File: config.mk
export PLATFORM = sky130hd
export DESIGN_NAME = instr_prefetch_queue
export DESIGN_NICKNAME = d
export VERILOG_FILES = /design/src/rtl/instr_prefetch_queue.sv
export SDC_FILE = /design/constraint.sdc
export NUM_CORES = 1
export LEC_CHECK = 0
export BUFFER_PORTS_ARGS = -buffer_cell sky130_fd_sc_hd__buf_4
export CORE_UTILIZATION = 45
export CTS_CLUSTER_DIAMETER = 50
export DETAILED_ROUTE_END_ITERATION = 10
export PLACE_DENSITY = 0.6
export SETUP_SLACK_MARGIN = 0.02
export SYNTH_ARGS = -nofsm -noshare
export SYNTH_HDL_FRONTEND = slang
export SYNTH_SLANG_ARGS = --single-unit
File: constraint.sdc
create_clock -name i_clk -period 5.5 [get_ports i_clk]
set_input_delay 0.55 -clock i_clk [delete_from_list [all_inputs] [get_ports i_clk]]
set_output_delay 0.55 -clock i_clk [all_outputs]
set_load 0.01 [all_outputs]
File: src/rtl/instr_prefetch_queue.sv
// instr_prefetch_queue: byte-granular instruction prefetch queue presenting a decode window
module instr_prefetch_queue #(
  parameter int          DEPTH_BYTES = 16,
  parameter int          WIN_BYTES   = 8,
  parameter logic [31:0] RESET_PC    = 32'h0
) (
  input  logic                   i_clk,
  input  logic                   i_reset_n,
  output logic                   o_mem_req,
  output logic [31:0]            o_mem_addr,
  input  logic                   i_mem_ack,
  input  logic [31:0]            i_mem_data,
  input  logic                   i_redirect,
  input  logic [31:0]            i_redirect_addr,
  output logic [8*WIN_BYTES-1:0] o_window,
  output logic [3:0]             o_win_bytes,
  output logic [31:0]            o_win_pc,
  input  logic                   i_consume,
  input  logic [3:0]             i_consume_bytes
);
  localparam int PW = $clog2(DEPTH_BYTES);
  localparam int CW = PW + 1;
  typedef enum logic [1:0] {IDLE, FETCH, FULL} state_t;
  state_t        state, state_n;
  logic [7:0]    q [DEPTH_BYTES];
  logic [PW-1:0] head, tail;
  logic [CW-1:0] count, count_n, win_n, want, cons, acc_n;
  logic [1:0]    skip;
  logic          acc;
  always_ff @(posedge i_clk or negedge i_reset_n)
    if (!i_reset_n) state <= IDLE;
    else state <= state_n;
  always_comb begin
    o_mem_req   = state == FETCH;
    acc         = o_mem_req && i_mem_ack && !i_redirect;
    win_n       = count > CW'(WIN_BYTES) ? CW'(WIN_BYTES) : count;
    want        = CW'(i_consume_bytes);
    cons        = (i_consume && !i_redirect) ? (want > win_n ? win_n : want) : '0;
    acc_n       = acc ? CW'(3'd4 - {1'b0, skip}) : '0;
    count_n     = i_redirect ? '0 : count + acc_n - cons;
    state_n     = count_n <= CW'(DEPTH_BYTES - 4) ? FETCH : FULL;
    o_win_bytes = 4'(win_n);
  end
  always_ff @(posedge i_clk or negedge i_reset_n)
    if (!i_reset_n) begin
      head       <= '0;
      tail       <= '0;
      count      <= '0;
      skip       <= RESET_PC[1:0];
      o_win_pc   <= RESET_PC;
      o_mem_addr <= {RESET_PC[31:2], 2'b00};
    end else if (i_redirect) begin
      head       <= '0;
      tail       <= '0;
      count      <= '0;
      skip       <= i_redirect_addr[1:0];
      o_win_pc   <= i_redirect_addr;
      o_mem_addr <= {i_redirect_addr[31:2], 2'b00};
    end else begin
      head     <= head + PW'(cons);
      tail     <= tail + PW'(acc_n);
      count    <= count_n;
      o_win_pc <= o_win_pc + 32'(cons);
      if (acc) begin
        o_mem_addr <= o_mem_addr + 32'd4;
        skip       <= 2'd0;
      end
    end
  always_ff @(posedge i_clk)
    for (int j = 0; j < 4; j++)
      if (acc && 2'(j) >= skip) q[tail + PW'(j) - PW'(skip)] <= i_mem_data[8*j +: 8];
  always_comb begin
    o_window = '0;
    for (int i = 0; i < WIN_BYTES; i++)
      if (CW'(i) < count) o_window[8*i +: 8] = q[head + PW'(i)];
  end
endmodule

Word level (Yosys, flattened, before mapping) --
Memories as Yosys holds them, arrays and structs flattened. Index checks and enable logic that the tools add are counted.
Storage, ports and cells: flip-flop bits (word level) 81, memories 1, output and inout port bits 133, RAM bits 128, input bits 73
Operators by class: $lt $le $gt $ge 15, $add $sub $neg 21, reduce and logical (&&, ||, !) cells 9, equality and inequality tests 1, multiplexer cells 30
Memory list:
- q | words 16, bits a word 8, read ports 8, clocked after Yosys merged registers in 0, write ports 4, line 25 | logic [7:0] q [DEPTH_BYTES];
Operator list (number):
- $mux W32 | 3
- $mux W8 | 8
- $add A32 B3 Y32 const B | 1
- $add A32 B5 Y32 | 1
- $mux W5 | 6
- $lt A3 B5 Y1 const A | 4
- $add A4 B2 Y4 const B | 4
- $add A4 B3 Y4 const B | 4
- $sub A4 B2 Y4 | 4
- $lt A1 B5 Y1 const A | 2
- $lt A2 B5 Y1 const A | 2
- $add A4 B1 Y4 const B | 2
- $add A4 B4 Y4 | 2
- $mux W1 | 8
- $mux W4 | 2
- $logic_and A1 B1 Y1 | 7
- $mux W2 | 3
- $add A5 B5 Y5 | 1
- $gt A4 B5 Y1 | 1
- $gt A5 B4 Y1 const B | 1
- $le A5 B4 Y1 const B | 1
- $sub A5 B5 Y5 | 1
- $ge A1 B2 Y1 const A | 2
- $ge A2 B2 Y1 const A | 2
- 4 further kinds | 4

Logic depth before layout (Yosys ltp) --
depth in word-level cells 9, mapped depth 19, depth with buffers taken out 18

Least setup slack after synthesis --
OpenSTA, ideal clock, no wires.
path type reg-to-reg, from reg count[4], to reg o_win_pc[24], setup slack 1245 ps, setup time 125 ps, data arrival time 4131 ps, buffers on the path 1, required time 5375 ps, period minus slack after synthesis 4255 ps, stages on the path, launching flop included 19, path through dfrtp_1 -> or2_2 -> clkbuf_1 -> inv_1 -> nand2_1 -> ha_1 -> o21ai_0 -> a21oi_1 -> o21ai_0 -> mux2i_1 -> nor2_1 -> ha_1 -> inv_1 -> fa_1 -> nor2b_1 -> o2111ai_1 -> a2111oi_4 -> xnor2_1 -> mux2_2
On the way: word-level cells in the longest chain between the ends 7
Ends and longest elaborated chain:
- from (decl) | line 27 | logic [CW-1:0] count, count_n, win_n, want, cons, acc_n;
- from (signal assigned) | line 62 | count <= count_n;
- $gt A5 B4 Y1 | line 36 | win_n = count > CW'(WIN_BYTES) ? CW'(WIN_BYTES) : count;
- $mux W5 * | line 36
- $gt A4 B5 Y1 | line 38 | cons = (i_consume && !i_redirect) ? (want > win_n ? win_n : want) : '0;
- $mux W5 * (2 in a row) | line 38
- $add A32 B5 Y32 * | line 63 | o_win_pc <= o_win_pc + 32'(cons);
- $mux W32 * | line 52 | end else if (i_redirect) begin
- to (signal assigned) | line 57 | o_win_pc <= i_redirect_addr;
- to (signal assigned) | line 63
- to (decl) | line 17 | output logic [31:0] o_win_pc,
Mark *: on every way between the ends. The rest lies on a longest branch, timed or not. A chain may end at the register's enable or synchronous reset.

Final worst setup path --
Ends and elaborated chain as after synthesis.

==> qor.csv <==
metric,value,unit
# rows,75,
initial drt markers,2463,
H-tree depth,1,
Hold Buf Count CTS,0,
share of cells above drive strength 1,24.59,%
antenna violations before repair,8,
Final Hold Fails,0,
delay of the slowest critical-path stage,0.48,ns
final period utilization,85.62,%
clk buf depth,3,
post-synth top area share,20.11,%
most common cell in the netlist,nand2_1,
worst-path cell chain,or2_2 -> inv_1 -> nand2_1 -> ha_1 -> o21ai_0 -> a21oi_1 -> o21ai_0 -> mux2i_1 -> nor2_1 -> ha_1 -> inv_1 -> fa_1 -> nor2b_1 -> o2111ai_1 -> buf_4 -> a2111oi_4 -> xnor2_1 -> mux2_2,
capturing point of the worst reg2reg path,o_win_pc[24]$_DFF_PN0_,
Rel. slew slack,13.85,%
flop-to-flop setup slack,0.79,ns
"Seq/Total Area, Yosys",30.45,%
core area,0.04195,sq mm
DRT Pass-1 Iters,7,
Total Routed Length,77990,microns
synth top area cells,"edfxtp_1, mux4_2, dfrtp_1, o31ai_1, o22ai_1",
Least-Margin Pin Slew,1.292,ns
number of CTS-inserted buffers,28,
WP buf/inv,3,
post-DP HPWL,58280,microns
Pwr per Cell Area,384.6,mW/mm^2
fin. max-slew vios,0,
Setup crit start kind,flop,
crit path time final,4.709,ns
leakage,7.504,nW
worst r2r src,count[4]$_DFF_PN0_,
crit path max fanout,18,
"Distinct cells, synth",62,
unrepaired setup endpoints after global routing,false,
"Area growth, synth to finish",13.37,%
status,"complete, no violations",
largest net degree at the start of global routing,135,
"Top FF cell, synth",edfxtp_1,
family with the most delay on the worst path,compound AO/OA/AOI/OAI gates,
CTS tree,built,
register bit total from synthesis,207,
initial core utilization,45.57,%
via count,17800,
root buffer cell,clkbuf_16,
setup TNS,0,ns
mapped cell area,0.01911,sq mm
routability cong.,1.042,
Die Span X,208.1,microns
total track usage,35.56,%
clk sinks,207,
Syn Area/Cell,9.688,sq um
Async SR Flop Fraction,38.16,%
Via density,6.858,
post-layout util,51.66,%
kind of critical path,reg -> reg,
Non-Filler Instances,2596,
top post-synthesis cells by count,"nand2_1, nor2_1, mux4_2",
Residual DRC,0,
Routed Antenna Nets,0,
DIE HEIGHT,208.1,microns
placed cells,2542,
Crit. End Element,flop,
post-cts gate resize count,0,
Port Buffer Count,203,
Place WS,0.8055,ns
max cap viols,0,
post-synth top area cell,edfxtp_1,
"Clk Latency, worst-skew pair",0.58,ns
vias in the first global route,16520,
Nets,2156,
worst clock skew,0.04434,ns
Pwr Total,8.335,mW
Syn Inst Count,1973,
clock-pin slew on the worst setup and hold paths,0.06,ns
Post-synth EDFFs,128,
WP data required,5.97,ns
Reg2Reg Depth,18,
Fmax,0.2123,GHz
Final setup viols,0,
worst setup margin,0.7907,ns
die area,0.04331,sq mm
Ys Warns,0,
Post-CTS Setup Bufs,0,
global-route wire length before repair,112300,microns
Top-Level Pins,206,
Max VDD drop,0.2700,mV
critical path's slowest cell,or2_2,
Hold Crit Class,in -> async,
routed length per instance,30.04,microns
WP data arrival,5.18,ns
total gr overflow,0,
state kept, by name, summed over array words and instances (netlist names):
register / count
q: 128
o_win_pc: 32
o_mem_addr: 30
count: 5
head: 4
tail: 4
skip: 2
state: 2
stage by stage:
stage	cell area, sq um	hold WS [ns]
final	21670	0.1409
after global routing	21660	0.2061
after CTS	21660	0.1805
after detailed placement	20770	0.5932
after global placement	20770	0.5817
after floorplan	19120	0.2544
layer usage:
metal / wire length (microns) / up-vias / track usage [%]
met5: 51 / - / 0
met4: 4048 / 8 / 16.99
met3: 9923 / 230 / 9.374
met2: 33610 / 1195 / 52.78
met1: 30360 / 8698 / 48.45
li1: - / 7672 / -
worst max-delay path by stage:
stage	start	end	slack [ns]	depth (start not counted)
global route	count[4]$_DFF_PN0_	o_win_pc[24]$_DFF_PN0_	0.35	18
CTS	count[4]$_DFF_PN0_	o_win_pc[24]$_DFF_PN0_	0.78	18
detailed placement	count[4]$_DFF_PN0_	o_win_pc[24]$_DFF_PN0_	0.81	18
floorplan	count[4]$_DFF_PN0_	o_win_pc[24]$_DFF_PN0_	1.24	18
finish	count[4]$_DFF_PN0_	o_win_pc[24]$_DFF_PN0_	0.79	18
global placement	count[4]$_DFF_PN0_	o_win_pc[24]$_DFF_PN0_	0.92	18
where the power goes:
group          internal [mW]  total, mW  switching (mW)
sequential              1.84       2.06           0.215
combinational           1.98       4.51            2.54
clock                   1.04       1.76           0.727
worst reg2reg max path, delay by kind of cell, from the launching register on:
| family | cells | cell delay (ns) |
|---|---|---|
| AO/OA/AOI/OAI | 5 | 1.30 |
| XOR/XNOR | 1 | 0.12 |
| adder cells (fa/ha/maj) | 3 | 0.99 |
| buffers and inverters | 3 | 0.45 |
| flip-flops | 1 | 0.38 |
| multiplexers | 2 | 0.41 |
| AND/OR/NAND/NOR | 4 | 0.95 |
final cells by class:
class	instances	area (sq um)
Fill cell	3788	20280
Multi-Input combinational cell	1501	12270
Sequential cell	207	5826
Timing Repair Buffer	234	1769
Clock buffer	34	723.2
Tap cell	539	674.4
Inverter	61	229.0
Clock inverter	17	171.4
Antenna cell	3	7.507
cell usage in the layout (no fill, tap or decap), types with 39 or more instances in the layout:
cell / instances
a21oi_1: 152
o31ai_1: 133
o22ai_1: 125
ha_1: 39
mux4_2: 169
nor2_1: 182
nand2_1: 186
inv_1: 58
nor2b_1: 63
nand4_1: 39
edfxtp_1: 128
dfrtp_1: 77
a211oi_1: 44
buf_4: 233
logic make-up after synthesis:
| family | after synthesis | synth area share (%) |
|---|---|---|
| AO/OA/AOI/OAI | 531 | 17.93 |
| XOR/XNOR | 67 | 3.214 |
| adder cells (fa/ha/maj) | 50 | 3.666 |
| buffers and inverters | 267 | 5.682 |
| flip-flops | 207 | 30.45 |
| multiplexers | 223 | 23.32 |
| other | 1 | 0.01962 |
| AND/OR/NAND/NOR | 627 | 15.72 |
No activity file was read; power rests on OpenSTA's default activity.
